===== config.mk =====
export PLATFORM = sky130hd
export DESIGN_NAME = mmss_timer_ctrl
export DESIGN_NICKNAME = d
export VERILOG_FILES = /design/src/rtl/mmss_timer_ctrl.sv
export SDC_FILE = /design/constraint.sdc
export NUM_CORES = 1
export LEC_CHECK = 0
export CORE_ASPECT_RATIO = 1.5
export CORE_MARGIN = 1
export CORE_UTILIZATION = 40
export DETAILED_ROUTE_END_ITERATION = 6
export HOLD_SLACK_MARGIN = 0.05
export PLACE_DENSITY = 0.7
export SYNTH_ARGS = -nofsm -noshare
export SYNTH_HDL_FRONTEND = slang
export SYNTH_SLANG_ARGS = --single-unit

===== constraint.sdc =====
create_clock -name clk -period 2.4 [get_ports clk]
set_input_delay 0.48 -clock clk [delete_from_list [all_inputs] [get_ports clk]]
set_output_delay 0.48 -clock clk [all_outputs]
set_load 0.01 [all_outputs]

===== src/rtl/mmss_timer_ctrl.sv =====
// MM:SS BCD timer with run/pause FSM, up/down count, preset load and wrap/saturate at 59:59.
// Optional lap freeze of the displayed digits when MMSS_TIMER_LAP_EN is defined.
module mmss_timer_ctrl #(
    parameter int unsigned TICK_DIV = 100000000,
    parameter int unsigned WRAP     = 1,
    parameter int unsigned DIV_W    = 27
) (
    input  logic        clk,
    input  logic        reset,
    input  logic        start,
    input  logic        stop,
    input  logic        mode_down,
    input  logic        load,
    input  logic [13:0] load_digits,
`ifdef MMSS_TIMER_LAP_EN
    input  logic        lap,
    output logic        lap_valid,
`endif
    output logic [3:0]  digitSeconds,
    output logic [2:0]  tensSeconds,
    output logic [3:0]  digitMinutes,
    output logic [2:0]  tensMinutes,
    output logic        running,
    output logic        tick,
    output logic        done
);

    typedef enum logic [1:0] {StIdle, StRun, StPause, StExpired} state_e;

    localparam logic [DIV_W-1:0] PrescMax = DIV_W'(TICK_DIV - 1);

    state_e           state_q, state_d;
    logic [DIV_W-1:0] presc_q, presc_d;
    logic             tick_q, tick_d;
    logic             done_q, done_d;
    logic             mode_q, mode_d;
    logic [3:0]       ds_q, ds_d, dm_q, dm_d;
    logic [2:0]       ts_q, ts_d, tm_q, tm_d;

    logic [3:0] ds_up, dm_up, ds_dn, dm_dn, ld_ds, ld_dm;
    logic [2:0] ts_up, tm_up, ts_dn, tm_dn, ld_ts, ld_tm;
    logic       at_max, is_zero, dn_zero;
    logic [13:0] live;

    assign live    = {tm_q, dm_q, ts_q, ds_q};
    assign at_max  = (tm_q == 3'd5) && (dm_q == 4'd9) && (ts_q == 3'd5) && (ds_q == 4'd9);
    assign is_zero = (live == 14'd0);
    assign dn_zero = ({tm_dn, dm_dn, ts_dn, ds_dn} == 14'd0);

    // Out-of-range preset fields clamp to their maximum legal value.
    assign ld_tm = (load_digits[13:11] > 3'd5) ? 3'd5 : load_digits[13:11];
    assign ld_dm = (load_digits[10:7]  > 4'd9) ? 4'd9 : load_digits[10:7];
    assign ld_ts = (load_digits[6:4]   > 3'd5) ? 3'd5 : load_digits[6:4];
    assign ld_ds = (load_digits[3:0]   > 4'd9) ? 4'd9 : load_digits[3:0];

    always_comb begin
        ds_up = ds_q + 4'd1;
        ts_up = ts_q;
        dm_up = dm_q;
        tm_up = tm_q;
        if (ds_q == 4'd9) begin
            ds_up = 4'd0;
            if (ts_q == 3'd5) begin
                ts_up = 3'd0;
                if (dm_q == 4'd9) begin
                    dm_up = 4'd0;
                    tm_up = tm_q + 3'd1;
                end else begin
                    dm_up = dm_q + 4'd1;
                end
            end else begin
                ts_up = ts_q + 3'd1;
            end
        end
    end

    always_comb begin
        ds_dn = ds_q - 4'd1;
        ts_dn = ts_q;
        dm_dn = dm_q;
        tm_dn = tm_q;
        if (ds_q == 4'd0) begin
            ds_dn = 4'd9;
            if (ts_q == 3'd0) begin
                ts_dn = 3'd5;
                if (dm_q == 4'd0) begin
                    dm_dn = 4'd9;
                    tm_dn = tm_q - 3'd1;
                end else begin
                    dm_dn = dm_q - 4'd1;
                end
            end else begin
                ts_dn = ts_q - 3'd1;
            end
        end
    end

    always_comb begin
        state_d = state_q;
        presc_d = presc_q;
        tick_d  = 1'b0;
        done_d  = 1'b0;
        mode_d  = mode_q;
        ds_d    = ds_q;
        ts_d    = ts_q;
        dm_d    = dm_q;
        tm_d    = tm_q;
        if (load) begin
            {tm_d, dm_d, ts_d, ds_d} = {ld_tm, ld_dm, ld_ts, ld_ds};
            presc_d = '0;
            state_d = StIdle;
        end else begin
            unique case (state_q)
                StIdle: begin
                    if (start && !stop) begin
                        mode_d = mode_down;
                        if (mode_down && is_zero) begin
                            state_d = StExpired;
                            done_d  = 1'b1;
                        end else begin
                            state_d = StRun;
                        end
                    end
                end
                StRun: begin
                    // stop freezes the prescaler on the same edge so resume continues it
                    if (stop) begin
                        state_d = StPause;
                    end else if (presc_q == PrescMax) begin
                        presc_d = '0;
                        tick_d  = 1'b1;
                    end else begin
                        presc_d = presc_q + 1'b1;
                    end
                    if (tick_q) begin
                        if (!mode_q) begin
                            if (!at_max) begin
                                {tm_d, dm_d, ts_d, ds_d} = {tm_up, dm_up, ts_up, ds_up};
                            end else if (WRAP != 0) begin
                                {tm_d, dm_d, ts_d, ds_d} = 14'd0;
                            end else begin
                                state_d = StExpired;
                                done_d  = 1'b1;
                            end
                        end else begin
                            {tm_d, dm_d, ts_d, ds_d} = {tm_dn, dm_dn, ts_dn, ds_dn};
                            if (dn_zero) begin
                                state_d = StExpired;
                                done_d  = 1'b1;
                            end
                        end
                    end
                end
                StPause: begin
                    if (start && !stop) begin
                        state_d = StRun;
                    end
                end
                StExpired: begin
                end
                default: state_d = StIdle;
            endcase
        end
    end

    always_ff @(posedge clk) begin
        if (reset) begin
            state_q <= StIdle;
            presc_q <= '0;
            tick_q  <= 1'b0;
            done_q  <= 1'b0;
            mode_q  <= 1'b0;
            ds_q    <= 4'd0;
            ts_q    <= 3'd0;
            dm_q    <= 4'd0;
            tm_q    <= 3'd0;
        end else begin
            state_q <= state_d;
            presc_q <= presc_d;
            tick_q  <= tick_d;
            done_q  <= done_d;
            mode_q  <= mode_d;
            ds_q    <= ds_d;
            ts_q    <= ts_d;
            dm_q    <= dm_d;
            tm_q    <= tm_d;
        end
    end

    assign running = (state_q == StRun);
    assign tick    = tick_q;
    assign done    = done_q;

`ifdef MMSS_TIMER_LAP_EN
    logic        lap_prev_q, lap_q;
    logic [13:0] frz_q;

    always_ff @(posedge clk) begin
        if (reset) begin
            lap_prev_q <= 1'b0;
            lap_q      <= 1'b0;
            frz_q      <= 14'd0;
        end else begin
            lap_prev_q <= lap;
            if (load || (state_d == StExpired && state_q != StExpired)) begin
                lap_q <= 1'b0;
            end else if (lap && !lap_prev_q) begin
                if (lap_q) begin
                    lap_q <= 1'b0;
                end else if (state_q == StRun) begin
                    lap_q <= 1'b1;
                    frz_q <= live;
                end
            end
        end
    end

    assign lap_valid = lap_q;
    assign {tensMinutes, digitMinutes, tensSeconds, digitSeconds} = lap_q ? frz_q : live;
`else
    assign {tensMinutes, digitMinutes, tensSeconds, digitSeconds} = live;
`endif

endmodule


# Word-level counts from Yosys, hierarchy flattened
# Index checks and enable logic that the tools add are counted.
dict set report classes {
  order_cmp 4
  n_bitwise 3
  muxes 58
  reduce_logical 27
  eq_ne 9
  addsub 9
}
# op n
set ops {}
lappend ops {{$mux W4} 20}
lappend ops {{$mux W3} 22}
lappend ops {{$logic_not A14 Y1} 2}
lappend ops {{$add A27 B1 Y27 const B} 1}
lappend ops {{$eq A27 B27 Y1 const B} 1}
lappend ops {{$mux W27} 1}
lappend ops {{$mux W2} 7}
lappend ops {{$reduce_bool A4 Y1} 3}
lappend ops {{$reduce_and A3 Y1} 3}
lappend ops {{$add A4 B1 Y4 const B} 2}
lappend ops {{$eq A4 B4 Y1 const B} 2}
lappend ops {{$gt A4 B4 Y1 const B} 2}
lappend ops {{$logic_not A4 Y1} 2}
lappend ops {{$sub A4 B1 Y4 const B} 2}
lappend ops {{$add A3 B1 Y3 const B} 2}
lappend ops {{$eq A3 B3 Y1 const B} 2}
lappend ops {{$gt A3 B3 Y1 const B} 2}
lappend ops {{$mux W1} 6}
lappend ops {{$pmux W2 S3} 1}
lappend ops {{$sub A3 B1 Y3 const B} 2}
lappend ops {{$logic_and A1 B1 Y1} 5}
lappend ops {{$reduce_and A5 Y1} 1}
lappend ops {{$ne A2 B2 Y1 const B} 2}
lappend ops {{$reduce_and A2 Y1} 2}
lappend ops {{other kinds (12)} 15}
dict set report totals {
  in_bits 20
  out_inout_bits 17
  word_cells 119
  ff_bits 46
}

# Longest topological paths before layout
# Gate-level depths: netlist of run 1.
dict set report depth {
  ltp_word 9
  mapped_depth 9
}

# Least setup slack after synthesis of run 1
# OpenSTA, ideal clock, no wires.
dict set report synth_path {
  path_type {register -> register}
  from {register ds_q[0] (netlist: digitSeconds[0])}
  to {register tm_q[1] (netlist: tensMinutes[1])}
  slack_ps 242
  synth_period_minus_slack_ps 2158
  path_buffers 0
  path_stages_with_launch 8
  required_time_ps 2314
  arrival_ps 2072
  path_cell_list {dfxtp_1 > inv_1 > ha_1 > or3b_4 > nor3_2 > mux2_4 > a2bb2oi_1 > a211oi_1}
}
dict set report synth_via {
  elab_chain_cells 7
  elab_cells_between_ends 13
}
# element line
set synth_rtl {}
lappend synth_rtl {{start: declaration} 37} ;# logic [3:0] ds_q, ds_d, dm_q, dm_d;
lappend synth_rtl {{start signal: assignment} 183} ;# ds_q <= ds_d;
lappend synth_rtl {{$eq A4 B4 Y1} {46, 61}}
lappend synth_rtl {{$logic_and A1 B1 Y1} 46} ;# assign at_max = (tm_q == 3'd5) && (dm_q == 4'd9) && (ts_q == 3'd5) && (ds_q == 4'd9);
lappend synth_rtl {{$mux W3} 137} ;# if (!at_max) begin
lappend synth_rtl {{$mux W3} 136} ;# if (!mode_q) begin
lappend synth_rtl {{$mux W3} 135} ;# if (tick_q) begin
lappend synth_rtl {{$mux W3} 113} ;# unique case (state_q)
lappend synth_rtl {{$mux W3} 108} ;# if (load) begin
lappend synth_rtl {{end signal: assignment} 186} ;# tm_q <= tm_d;
lappend synth_rtl {{end: declaration} 38} ;# logic [2:0] ts_q, ts_d, tm_q, tm_d;
# Several ways; a longest one is shown, not always the timed one. The select of a mux whose other input is x is not followed.
# A chain may end at the register's enable or synchronous reset.

# Worst setup path after layout of run 1
dict set report layout_path {
  from {register ds_q[1] (netlist: digitSeconds[1])}
  to {register state_q[1]}
}
dict set report layout_via {
  elab_chain_cells 7
  elab_cells_between_ends 15
}
# element line
set layout_rtl {}
lappend layout_rtl {{$sub A4 B1 Y4 or $logic_not A4 Y1 (tied branches)} {78, 82}}
lappend layout_rtl {{$mux W4 or $mux W3 (tied branches)} 82} ;# if (ds_q == 4'd0) begin
lappend layout_rtl {{$logic_not A14 Y1} 48} ;# assign dn_zero = ({tm_dn, dm_dn, ts_dn, ds_dn} == 14'd0);
lappend layout_rtl {{$mux W2} 147} ;# if (dn_zero) begin
lappend layout_rtl {{$mux W2} 136}
lappend layout_rtl {{$mux W2} 135}
lappend layout_rtl {{$pmux W2 S3 (*)} 113}
lappend layout_rtl {{end signal: assignment} 168} ;# state_q <= StIdle;
lappend layout_rtl {{end signal: assignment} 178} ;# state_q <= state_d;
lappend layout_rtl {{end: declaration} 32} ;# state_e state_q, state_d;
# Every way passes the cells marked *; elsewhere a longest branch is shown, timed or not. The select of a mux whose other input is x is not followed.

==> results of run 1 <==
==> power by group <==
group	switching, mW	total [mW]	internal (mW)
Combinational	0.197	0.378	0.181
Clock	0.312	0.698	0.386
Sequential	0.0306	0.812	0.781
==> kinds of logic (layout without fill, tap and decap cells) <==
logic type | count (synthesis) | count (layout) | share of synthesized area
xor gates and xnor gates | 31 | 31 | 0.0858
and+or+nand+nor | 173 | 173 | 0.306
AOI/OAI and AO/OA | 82 | 82 | 0.188
DFF | 46 | 46 | 0.291
buffers and inverters | 38 | 80 | 0.0506
muxes | 4 | 4 | 0.0146
adders and majority gates | 16 | 16 | 0.0633
==> worst reg2reg max path: stages (launching register included) <==
cell and delay (ns):
dfxtp_1 0.36, inv_1 0.10, ha_2 0.23, or3b_4 0.44
and2_4 0.18, a2111oi_2 0.46, nand4_1 0.16, a31oi_1 0.22
==> flip-flops by register name (all words and copies together), names as in the netlist <==
name / count
state_q: 2
presc_q: 27
tick: 1
mode_q: 1
tensMinutes: 3
digitSeconds: 4
done: 1
tensSeconds: 3
digitMinutes: 4
==> per-layer routing <==
layer / vias up / GRT usage
li1: 1491 / -
met1: 1416 / 0.241
met2: 65 / 0.378
met3: 13 / 0.0255
met4: 0 / 0.0767
met5: - / 0
==> per-stage QoR <==
stage / setup WS [ns] / std cells / instance area, sq um
final: 0.162 / 534 / 3860
after global routing: 0.0264 / 534 / 3860
after CTS: 0.0720 / 534 / 3860
after detailed placement: 0.104 / 526 / 3710
after global placement: 0.120 / 526 / 3710
after floorplan: 0.242 / 390 / 3160
==> Yosys cell counts (4+ instances only) <==
cell type / number / share of area
nor2_1: 53 / 0.063
dfxtp_1: 46 / 0.29
nand2_1: 22 / 0.026
xnor2_1: 20 / 0.055
inv_1: 17 / 0.020
a21oi_1: 16 / 0.025
ha_1: 16 / 0.063
nand3_1: 12 / 0.019
nand4_1: 12 / 0.024
nor3_1: 12 / 0.019
o21ai_0: 12 / 0.019
xor2_1: 11 / 0.030
a211oi_1: 10 / 0.024
buf_2: 8 / 0.013
clkbuf_1: 8 / 0.0095
nand2b_1: 6 / 0.012
nor2b_1: 6 / 0.012
a31oi_1: 5 / 0.0099
and4_1: 5 / 0.014
nand3b_1: 5 / 0.012
nor4_1: 5 / 0.0099
and3_1: 4 / 0.0079
o311ai_0: 4 / 0.011
==> worst paths after layout <==
path	cells after the start	slack, ns	to	start
worst max-delay path	7	0.16	state_q[1]	digitSeconds[1]
worst min-delay path	2	0.52	presc_q[26]	presc_q[26]
worst max register to register	7	0.16	state_q[1]	digitSeconds[1]
worst min register to register	2	0.52	presc_q[26]	presc_q[26]
==> final cells by class <==
class | instances | area [sq um]
Fill cell | 726 | 3800
Multi-Input combinational cell | 306 | 2090
Sequential cell | 46 | 921
Timing Repair Buffer | 55 | 515
Tap cell | 102 | 128
Clock buffer | 5 | 125
Inverter | 17 | 63.8
Clock inverter | 3 | 21.3
==> timing repair <==
| action | CTS | global route |
|---|---|---|
| endpoints found under the setup margin | 0 | 3 |
| hold buffers | 0 | 0 |
| setup buffers | 0 | 0 |
| gates resized for setup | 0 | 2 |
==> summary.md, run 1 <==
| Metric | Value |
|---|---|
| Outcome | complete, no violations |
| Netlist Area Pre-Place | 0.00316 sq mm |
| Max cap viols | 0 |
| Via count | 2,985 |
| Largest stage delay, worst path | 0.46 ns |
| Gr usage total | 0.209 |
| Die Width | 74.6 microns |
| Core area | approximately 0.0077 sq mm |
| Mean Syn Cell Area | 8.11 sq um |
| Initial antenna violation count | 0 |
| Slew Limit Fails | 0 |
| Fin. Hold Viols | 0 |
| Crit Path Max Fanout | 6 |
| H-tree Lvls | 2 |
| DR WL met3 | between 200 and 250 microns |
| Most frequent cells in the layout | nor2_1, dfxtp_1, clkdlybuf4s50_1, nand2_1, xnor2_1 |
| Drt wl/cell | 15.1 microns |
| Setup-failing EPs final | 0 |
| Largest net degree at the start of global routing | 28 |
| DIE AREA | 0.00827 sq mm |
| Share of cells above drive strength 1 | 0.102 |
| Clk sinks | 46 |
| Asr flop ratio synth | 0 |
| Primary FF master, synth | dfxtp_1 |
| Final WL | 8080 microns |
| Critical path's top delay family | simple AND/OR/NAND/NOR gates |
| TritonCTS Buffers | 5 |
| Synth Register Bits | 46 |
| Ant. Diodes | 0 |
| Final HPWL DP | roughly 6000 microns |
| Row cnt | 39 |
| Area delta synth->final | 22.2% |
| GRT Residual Overflow | 0 |
| Leak Pwr | 1.31 nW |
| Met2 WL | 4270 microns |
| Actual slew at the worst max-slew pin | 0.596 ns |
| CP Buf/Inv Count | 1 |
| Register area share after synthesis | 0.291 |
| Hold slack final | 0.518 ns |
| Crit path DAT | around 2.4 ns |
| Element type at the critical path end | register |
| Fin Setup TNS | 0 ns |
| Critical path class | register to register |
| Worst-Skew Late Latency | 0.29 ns |
| RSZ-0062 raised after global routing | no |
| Number of global-route vias before repair | 2,981 |
| Crit path time final | between 2 and 2.5 ns |
| I/O pin total | 37 |
| Worst path slowest cell | a2111oi_2 |
| Nets | 467 |
| Clock Path Buffers | 2 |
| Final Cycle Share | 0.932 |
| Final core occ | 0.504 |
| Critical-path cell list | inv_1 > ha_2 > or3b_4 > and2_4 > a2111oi_2 > nand4_1 > a31oi_1 |
| Root Driver | clkbuf_16 |
| Post-synthesis cell type count | 75 |
| TritonRoute pass-1 iters | 4 |
| Synth Net Count | approximately 430 |
| Commonest non-fill, non-tap cell in the layout | nor2_1 |
| Wire length on met1 | 3430 microns |
| Clock transition at path regs | 0.07 ns |
| Worst EP required | roughly 2.6 ns |
| Port bufs | 36 |
| Antenna-violating nets left | 0 |
| Starting Density | 0.413 |
| CTS tree | done |
| P per Cell Area | 488 mW/mm^2 |
| Remaining DRCs | 0 |
| Syn Inst Count | 390 |
| First-pass GRT wire length | between 10,000 and 15,000 microns |
| Max Used Layer | met4 |
| Tot Pwr | 1.89 mW |
| Final Skew | 0.00844 ns |
| Final GP Congestion | 0.909 |
| Max VDD drop | roughly 0.38 mV |
| Die Span Y | 111 microns |
| Slew HR | 0.597 |
| Number of synthesized flops with an enable pin | 0 |
| Vias per inst | between 5 and 6 |
| DRT iter0 DRCs | 188 |
| Yosys warns | 0 |
| Min-Delay Path Class | register to register |
| Max Freq | around 0.45 GHz |
| Worst Setup Start Kind | register |
Note: power is estimated with default switching activity, not from simulation.
==> run 2: changes to the inputs <==
Clock period 2.4 ns to 2.3 ns, I/O delays scaled along.
==> summary.md, run 2 (synthesis gave the netlist of run 1 again) <==
| Metric | Value |
|---|---|
| Outcome | complete, no violations |
| Largest stage delay, worst path | 0.43 ns |
| Worst Setup SP | digitSeconds[0] |
| Row cnt | 39 |
| Core area | 0.00766 sq mm |
| Max reg flops | 27 |
| Die Span Y | 111 microns |
| Hold_sp | presc_q[1] |
| Cell area after layout | 0.00394 sq mm |
| Area delta synth->final | 24.4% |
| Worst-Skew Late Latency | 0.29 ns |
| Max Freq | 0.466 GHz |
| Ant. Diodes | 0 |
| Slew HR | 0.560 |
| Max VDD drop | 0.315 mV |
| Clock transition at path regs | 0.07 ns |
| Crit Path Max Fanout | 6 |
| Largest Register | presc_q |
| PostCTS Resize Cnt | 0 |
| DIE AREA | 0.00827 sq mm |
| DRT iter0 DRCs | roughly 220 |
| P per Cell Area | 510 mW/mm^2 |
| Vias per inst | 5.70 |
| Via count | 3,101 |
| Leak Pwr | 1.36 nW |
| Max cap viols | 0 |
| Largest net degree at the start of global routing | 28 |
| Commonest non-fill, non-tap cell in the layout | nor2_1 |
| Final WL | approximately 8500 microns |
| Fin Setup TNS | 0 ns |
| Min-Delay Path Class | register to register |
| Number of global-route vias before repair | between 3,000 and 4,000 |
| Critical path's top delay family | simple AND/OR/NAND/NOR gates |
| Most frequent cells in the layout | nor2_1, dfxtp_1, clkdlybuf4s50_1, buf_4, nand2_1 |
| Fillers | 735 |
| Remaining DRCs | 0 |
| Placement Cell Area | 0.00378 sq mm |
| Share of cells above drive strength 1 | 0.120 |
| Drt wl/cell | between 15 and 20 microns |
| Gr usage total | 0.219 |
| Final Skew | 0.00690 ns |
| H-tree Lvls | 2 |
| Worst Setup Start Kind | register |
| Slew Limit Fails | 0 |
| Critical-path cell list | inv_1 > ha_1 > or3b_4 > nor3_2 > mux2_4 > a2bb2oi_1 > a211oi_1 |
| Root Driver | clkbuf_16 |
| CP Buf/Inv Count | 1 |
| Clk sinks | 46 |
| Worst EP required | around 2.5 ns |
| Die Width | 74.6 microns |
| TritonCTS Buffers | 5 |
| Post-CTS setup buffer count | 0 |
| Clock Path Buffers | 2 |
| Final HPWL DP | 6460 microns |
| Crit path DAT | 2.36 ns |
| Port bufs | 36 |
| RSZ-0062 raised after global routing | no |
| Starting Density | 0.413 |
| Critical path class | register to register |
| Crit path time final | 2.14 ns |
| Fin. Hold Viols | 0 |
| Worst path slowest cell | or3b_4 |
| Final GP Congestion | about 0.97 |
| Actual slew at the worst max-slew pin | 0.658 ns |
| Antenna-violating nets left | 0 |
| Element type at the critical path end | register |
| GRT Residual Overflow | 0 |
| CTS Hold Bufs | 0 |
| Final core occ | 0.514 |
| Hold slack final | 0.524 ns |
| R2R Path Start | digitSeconds[0] |
| CTS tree | done |
| Initial antenna violation count | 0 |
| First-pass GRT wire length | 14,200 microns |
| Final Cycle Share | 0.932 |
| Setup-failing EPs final | 0 |
| TritonRoute pass-1 iters | 5 |
| I/O pin total | 37 |
| Nets | 477 |
==> run 2: cell count changes in the layout (fill, tap and decap cells not counted) <==
cell / previous run / this run
clkinv_2: 1 / 0
nor3_2: 0 / 1
ha_1: 15 / 16
inv_6: 0 / 1
nor3_4: 2 / 1
buf_4: 18 / 28
ha_2: 1 / 0
==> run 2: metal layers <==
layer  global-route usage  share of wire
met5                    0              0
met4                0.121          0.045
met3               0.0282          0.036
met2                0.381           0.51
met1                0.247           0.41
==> run 2: per-stage QoR <==
stage                     instances  setup slack (ns)  power (mW)
after floorplan                 390             0.142        1.10
after global placement          536             0.197        1.26
after detailed placement        536             0.144        1.27
after CTS                       544             0.153        2.01
after global routing            544            0.0618        2.09
final                           544             0.156        2.01
==> run 2: area by class of cell <==
class / count / area (sq um) / area share
tap: 102 / 128 / 0.0324
clock inverter: 3 / 25.0 / 0.00636
clock buffer: 5 / 125 / 0.0318
inverter: 17 / 63.8 / 0.0162
sequential: 46 / 921 / 0.234
timing repair buffer: 65 / 591 / 0.150
multi-input combinational: 306 / 2080 / 0.529
==> run 2: where the power goes <==
group          switching (mW)  internal, mW  total (mW)
clock network           0.340         0.409       0.750
registers              0.0304         0.815       0.845
logic                   0.212         0.200       0.412
total                   0.583          1.42        2.01
==> run 2: final timing paths <==
path / end / slack, ns / cells after the start
worst min register to register: presc_q[1] / 0.52 / 2
worst max-delay path: tensMinutes[1] / 0.16 / 7
worst min-delay path: presc_q[1] / 0.52 / 2
worst max register to register: tensMinutes[1] / 0.16 / 7
==> run 2: worst reg2reg max path, cell delays in order (launching register included) <==
cell       delay, ns
dfxtp_1         0.32
inv_1           0.10
ha_1            0.19
or3b_4          0.43
nor3_2          0.33
mux2_4          0.35
a2bb2oi_1       0.13
a211oi_1        0.21
